**src/rtl/mem_arbiter.sv**
```systemverilog
// Round-robin arbiter that shares one memory port between an icache and a
// dcache. It latches the winning request at grant and holds it until a
// one-cycle RELEASE, with a per-grant watchdog that sets a sticky ERROR flag.
module mem_arbiter #(
    parameter int ADDR_W   = 6,
    parameter int DATA_W   = 32,
    parameter int MAX_WAIT = 63
) (
    input  logic              CLK,
    input  logic              RESET,
    input  logic              I_READ,
    input  logic [ADDR_W-1:0] I_ADDRESS,
    output logic [DATA_W-1:0] I_READDATA,
    output logic              I_BUSYWAIT,
    input  logic              D_READ,
    input  logic              D_WRITE,
    input  logic [ADDR_W-1:0] D_ADDRESS,
    input  logic [DATA_W-1:0] D_WRITEDATA,
    output logic [DATA_W-1:0] D_READDATA,
    output logic              D_BUSYWAIT,
    output logic              MEM_READ,
    output logic              MEM_WRITE,
    output logic [ADDR_W-1:0] MEM_ADDRESS,
    output logic [DATA_W-1:0] MEM_WRITEDATA,
    input  logic [DATA_W-1:0] MEM_READDATA,
    input  logic              MEM_BUSYWAIT,
    output logic              ERROR
);

    localparam int WAIT_W = (MAX_WAIT < 2) ? 1 : $clog2(MAX_WAIT + 1);

    typedef enum logic [1:0] {IDLE, GRANT_I, GRANT_D, RELEASE} state_t;
    typedef enum logic {REQ_I, REQ_D} req_t;

    state_t              state;
    state_t              state_nx;
    req_t                last_grant;
    logic                op_write;
    logic [ADDR_W-1:0]   lat_addr;
    logic [DATA_W-1:0]   lat_wdata;
    logic [DATA_W-1:0]   rdata;
    logic                seen_busy;
    logic [WAIT_W-1:0]   wait_cnt;
    logic                error_q;

    logic                i_pend;
    logic                d_pend;
    logic                in_grant;
    logic                done;
    logic                timeout;
    logic                pick_d;

    assign i_pend   = I_READ;
    assign d_pend   = D_READ | D_WRITE;
    assign in_grant = (state == GRANT_I) || (state == GRANT_D);
    // Completion needs a busy phase first so a stale low MEM_BUSYWAIT on the
    // first grant cycle is not mistaken for a finished access.
    assign done     = in_grant && seen_busy && !MEM_BUSYWAIT;
    // Counter holds the number of completed grant cycles; the watchdog fires
    // on the cycle whose increment would reach MAX_WAIT, so a grant lasts at
    // most MAX_WAIT cycles and a real completion wins a same-cycle tie.
    assign timeout  = in_grant && !done &&
                      ((wait_cnt + 1'b1) == WAIT_W'(MAX_WAIT));
    // dcache wins when alone or when icache was served last.
    assign pick_d   = d_pend && (!i_pend || (last_grant == REQ_I));

    // State register; reset aborts any grant straight to IDLE.
    always_ff @(posedge CLK or negedge RESET) begin
        if (!RESET) state <= IDLE;
        else        state <= state_nx;
    end

    // Next-state selection: round-robin in IDLE, hold grant until done/timeout.
    always_comb begin
        state_nx = state;
        unique case (state)
            IDLE: begin
                if (pick_d)      state_nx = GRANT_D;
                else if (i_pend) state_nx = GRANT_I;
            end
            GRANT_I, GRANT_D: begin
                if (done || timeout) state_nx = RELEASE;
            end
            RELEASE: state_nx = IDLE;
            default: state_nx = IDLE;
        endcase
    end

    // Request latching at grant, busy tracking, watchdog and read-data capture.
    always_ff @(posedge CLK or negedge RESET) begin
        if (!RESET) begin
            last_grant <= REQ_I;
            op_write   <= 1'b0;
            lat_addr   <= '0;
            lat_wdata  <= '0;
            rdata      <= '0;
            seen_busy  <= 1'b0;
            wait_cnt   <= '0;
            error_q    <= 1'b0;
        end else if (state == IDLE) begin
            if (state_nx == GRANT_D) begin
                op_write   <= D_WRITE;
                lat_addr   <= D_ADDRESS;
                lat_wdata  <= D_WRITEDATA;
                last_grant <= REQ_D;
                seen_busy  <= 1'b0;
                wait_cnt   <= '0;
            end else if (state_nx == GRANT_I) begin
                op_write   <= 1'b0;
                lat_addr   <= I_ADDRESS;
                lat_wdata  <= '0;
                last_grant <= REQ_I;
                seen_busy  <= 1'b0;
                wait_cnt   <= '0;
            end
        end else if (in_grant) begin
            if (done) begin
                rdata     <= MEM_READDATA;
                seen_busy <= 1'b0;
            end else if (timeout) begin
                rdata     <= '0;
                error_q   <= 1'b1;
                seen_busy <= 1'b0;
            end else begin
                wait_cnt <= wait_cnt + 1'b1;
                if (MEM_BUSYWAIT) seen_busy <= 1'b1;
            end
        end
    end

    // Memory strobes only in a grant state, driven from the latched request.
    always_comb begin
        MEM_READ      = in_grant && !op_write;
        MEM_WRITE     = in_grant && op_write;
        MEM_ADDRESS   = lat_addr;
        MEM_WRITEDATA = lat_wdata;
    end

    // Requester stalls: high while pending, low only in that requester's RELEASE.
    always_comb begin
        I_BUSYWAIT = i_pend && !((state == RELEASE) && (last_grant == REQ_I));
        D_BUSYWAIT = d_pend && !((state == RELEASE) && (last_grant == REQ_D));
        I_READDATA = rdata;
        D_READDATA = rdata;
        ERROR      = error_q;
    end

endmodule

```
**config.mk**
```make
export PLATFORM = sky130hd
export DESIGN_NAME = mem_arbiter
export DESIGN_NICKNAME = d
export VERILOG_FILES = /design/src/rtl/mem_arbiter.sv
export SDC_FILE = /design/constraint.sdc
export NUM_CORES = 1
export LEC_CHECK = 0
export ABC_AREA = 1
export BUFFER_PORTS_ARGS = -buffer_cell sky130_fd_sc_hd__buf_2
export CORE_ASPECT_RATIO = 0.5
export CORE_UTILIZATION = 51
export DETAILED_ROUTE_END_ITERATION = 10
export HOLD_SLACK_MARGIN = 0.12
export PLACE_DENSITY = 0.95
export SLEW_MARGIN = 20
export SYNTH_ARGS = -nofsm -noshare
export SYNTH_HDL_FRONTEND = slang
export SYNTH_SLANG_ARGS = --single-unit
```
**constraint.sdc**
```tcl
create_clock -name CLK -period 6.7 [get_ports CLK]
set_input_delay 0 -clock CLK [delete_from_list [all_inputs] [get_ports CLK]]
set_output_delay 0 -clock CLK [all_outputs]
set_load 0.02 [all_outputs]
```
==> impl_metrics.env <==
export IMPL_irDropWorstVdd_mv=0.398
export IMPL_clk_pin_slew_worst_setup_hold_paths_ps=60
export IMPL_grt_first_pass_wirelength_um=20600
export IMPL_syn_instance_count=458
export IMPL_clock_tree_from_tritoncts="done"
export IMPL_cp_arrival_ps=5370
export IMPL_main_combinational_cell_family_by_area_after_synthesis="simple AND/OR/NAND/NOR gates"
export IMPL_mappedNetlistArea_um2=4070
export IMPL_grt_usage=0.323
export IMPL_power_density_nw_per_um2=509
export IMPL_drt_antenna_violating_nets=0
export IMPL_overall_die_area_um2=8370
export IMPL_drive_above_1_share=0.356
export IMPL_status="completed"
export IMPL_port_buffer_count=188
export IMPL_vias_per_cell=5.32
export IMPL_required_ps=6970
export IMPL_setup_repair_after_global_routing_missed_its_margin="no"
export IMPL_grt_pass1_vias=4261
export IMPL_rows=22
export IMPL_clock_skew_final_ps=8.15
export IMPL_clock_sinks=82
export IMPL_synthesis_yosys_warnings=0
export IMPL_hold_end="state[1]"
export IMPL_die_y_um=65.2
export IMPL_final_period_utilization=0.761
export IMPL_final_cell_count_no_fill=793
export IMPL_setup_tns_ps=0
export IMPL_setup_worst_path_class="reg -> reg"
export IMPL_worst_path_largest_cell_delay_ps=800
export IMPL_cts_repair_resize_count=0
export IMPL_rrSetupSlack_ps=1600
export IMPL_max_freq_mhz=196
export IMPL_first_iter_violations=365
export IMPL_timing_hold_worst_class="in -> reg"
export IMPL_finalMaxSlewViolations=0
export IMPL_post_layout_total_power_mw=3.04
export IMPL_synth_compound_gate_area_share=0.0624
export IMPL_post_drt_wl_per_cell_um=16.7
export IMPL_final_hold_violating_endpoints=0
export IMPL_insertion_delay_ps=330
export IMPL_detail_route_wirelength_um=13200
export IMPL_hpwlAfterDp_um=6820
export IMPL_place_gp_congestion=0.817
export IMPL_worst_setup_path_end_kind="flip-flop"
export IMPL_clockBufferDepth=2
export IMPL_crit_path_buf_inv_count=3
export IMPL_numCtsBuffers=9
export IMPL_floorplan_initialDensity=0.542
export IMPL_min_delay_path_depth=6
export IMPL_pin_count_of_the_biggest_net_entering_global_routing=83
export IMPL_ys_top_cells_by_area="sky130_fd_sc_hd__dfrtp_1 (50%), sky130_fd_sc_hd__nand2_1 (13%), sky130_fd_sc_hd__nand3_2 (7.6%)"
export IMPL_setup_viol=0
export IMPL_gr_total_overflow=0
export IMPL_post_synth_top_area_fraction=0.504
export IMPL_multiInputGateArea_um2=1570
export IMPL_dr_pass1_iters=6
export IMPL_synth_cell_types=26
export IMPL_synthesis_nets=547
export IMPL_area_growth_pct=46.3
export IMPL_post_synth_top_area_cell="sky130_fd_sc_hd__dfrtp_1"
export IMPL_worst_hold_startpoint="I_READ"
export IMPL_r2r_end="MEM_ADDRESS[0]"
export IMPL_power_leakage_nw=3.34
export IMPL_drc_violations_left=0
export IMPL_synth_seq_area_share=0.504
export IMPL_ff_latch_area_um2=2050
export IMPL_reg2reg_from="state[0]"
export IMPL_io_pins=189
export IMPL_synth_seq_cells=82
export IMPL_core_area_um2=7510
export IMPL_synth_adder_area_share=0.0215
export IMPL_antenna_found_initial=0
export IMPL_path_depth=11
export IMPL_route_vias_total=4220
export IMPL_time_the_worst_path_needs_with_i_o_delays_and_setup_ps=5100
export IMPL_clock_root_buffer="sky130_fd_sc_hd__clkbuf_16"
export IMPL_startpoint_type="flip-flop"
export IMPL_slowest_stage="sky130_fd_sc_hd__inv_1"
export IMPL_path_cells="inv_1 > ha_1 > inv_1 > nand4_4 > nand2_1 > nor2_1 > ha_1 > nor2_2 > nor2_1 > a31oi_1 > dlygate4sd3_1"
export IMPL_maxCapViolCount=0
export IMPL_design_final_nets=769
export IMPL_worstPathMaxFanout=38
export IMPL_antenna_cells_inserted=0
export IMPL_h_tree_depth_reported_by_cts=3
export IMPL_synthSimpleGateAreaFrac=0.294
export IMPL_timing_worst_slew_pin_value_ps=1060
export IMPL_dpl_cell_count=698
export IMPL_synth_xor_area_frac=0.00615
export IMPL_critical_path_top_delay_family="simple AND/OR/NAND/NOR gates"
export IMPL_dieWidth_um=128
export IMPL_post_synth_mux_area_share=0
export IMPL_synth_avg_cell_area_um2=8.89
export IMPL_maxSlewHeadroom=0.291
export IMPL_rr_worst_depth=11
export IMPL_nFillCells=466
-- through the flow --
step	worst slack [ps]	instance area, µm²	hold slack (ps)	util
after floorplan	4050	4070	-296	-
after global placement	2260	4800	203	0.638
after detailed placement	2110	4800	205	0.638
after CTS	1870	5950	150	0.792
after global routing	1300	5960	230	0.793
final	1600	5960	177	0.793
-- timing repair --
action | CTS | global route
buffers inserted | 0 | 0
endpoints found under the hold margin | 154 | 0
hold buffers | 79 | 0
-- how the worst max path moves through the flow --
stage | start | to | slack [ps]
detailed placement | state[0] | MEM_WRITEDATA[18] | 2110
finish | state[0] | MEM_ADDRESS[0] | 1600
global route | state[0] | MEM_ADDRESS[0] | 1300
global placement | state[0] | MEM_WRITEDATA[10] | 2260
CTS | state[0] | MEM_ADDRESS[1] | 1870
floorplan | state[0] | wait_cnt[0] | 4050
-- power by group --
part           switching, mW  internal [mW]  leakage, nW
registers              0.159          0.688         1.05
logic                   1.08          0.503         2.11
clock network          0.198          0.412        0.180
-- layout make-up --
| class | instances | share of cell area |
|---|---|---|
| multi-input combinational | 296 | 0.263 |
| sequential | 82 | 0.344 |
| clock buffer | 11 | 0.0407 |
| inverter | 22 | 0.0139 |
| clock inverter | 5 | 0.0210 |
| timing repair buffer | 269 | 0.294 |
| tap | 108 | 0.0227 |
-- per-layer routing --
metal	vias to the layer above	global-route usage	share of wire
li1	1899	-	-
met1	1961	0.346	0.36
met2	300	0.589	0.51
met3	60	0.0782	0.079
met4	0	0.197	0.043
met5	-	0	0
-- worst register-to-register path, delay by kind of cell (launching register included) --
family                   cells  cell delay [ps]
AO/OA/AOI/OAI                1              190
adder cells (fa/ha/maj)      2              950
buffers and inverters        3             1460
flip-flops                   1              400
AND/OR/NAND/NOR              5             2030
-- kinds of logic after synthesis --
kind of cell,count (synthesis)
xor gates and xnor gates,2
AOI/OAI and AO/OA,48
DFF,82
adders and majority gates,7
buffers and inverters,80
and+or+nand+nor,239
-- sequential cells by signal, indices dropped and copies added, names as in the netlist --
register,flops
D_READDATA,32
ERROR,1
MEM_ADDRESS,6
MEM_WRITEDATA,32
last_grant,1
op_write,1
seen_busy,1
state,2
wait_cnt,6
-- synthesized netlist by cell type (all sizes together) --
library cell	n
o21ai	37
o21bai	1
clkbuf	12
nand2	141
xor2	1
nand4	9
a31oi	6
nor2	16
o22ai	1
buf	46
clkinv	1
ha	7
inv	21
xnor2	1
dfrtp	82
o211ai	1
nand3	73
a21oi	2
-- placed cells by master, fill, tap and decap left out, types with 2 or more instances in the layout --
cell / n
sky130_fd_sc_hd__clkbuf_16: 9
sky130_fd_sc_hd__nand3_1: 42
sky130_fd_sc_hd__bufinv_16: 4
sky130_fd_sc_hd__dfrtp_1: 82
sky130_fd_sc_hd__nor2_1: 13
sky130_fd_sc_hd__nand2_1: 140
sky130_fd_sc_hd__a31oi_1: 6
sky130_fd_sc_hd__dlygate4sd3_1: 79
sky130_fd_sc_hd__nand4_1: 8
sky130_fd_sc_hd__nand3_2: 31
sky130_fd_sc_hd__buf_4: 2
sky130_fd_sc_hd__o21ai_0: 37
sky130_fd_sc_hd__a21oi_1: 2
sky130_fd_sc_hd__ha_1: 7
sky130_fd_sc_hd__buf_2: 187
sky130_fd_sc_hd__inv_1: 19
sky130_fd_sc_hd__inv_2: 2
sky130_fd_sc_hd__nor2_4: 2
Power figures use the tool's default switching activity.
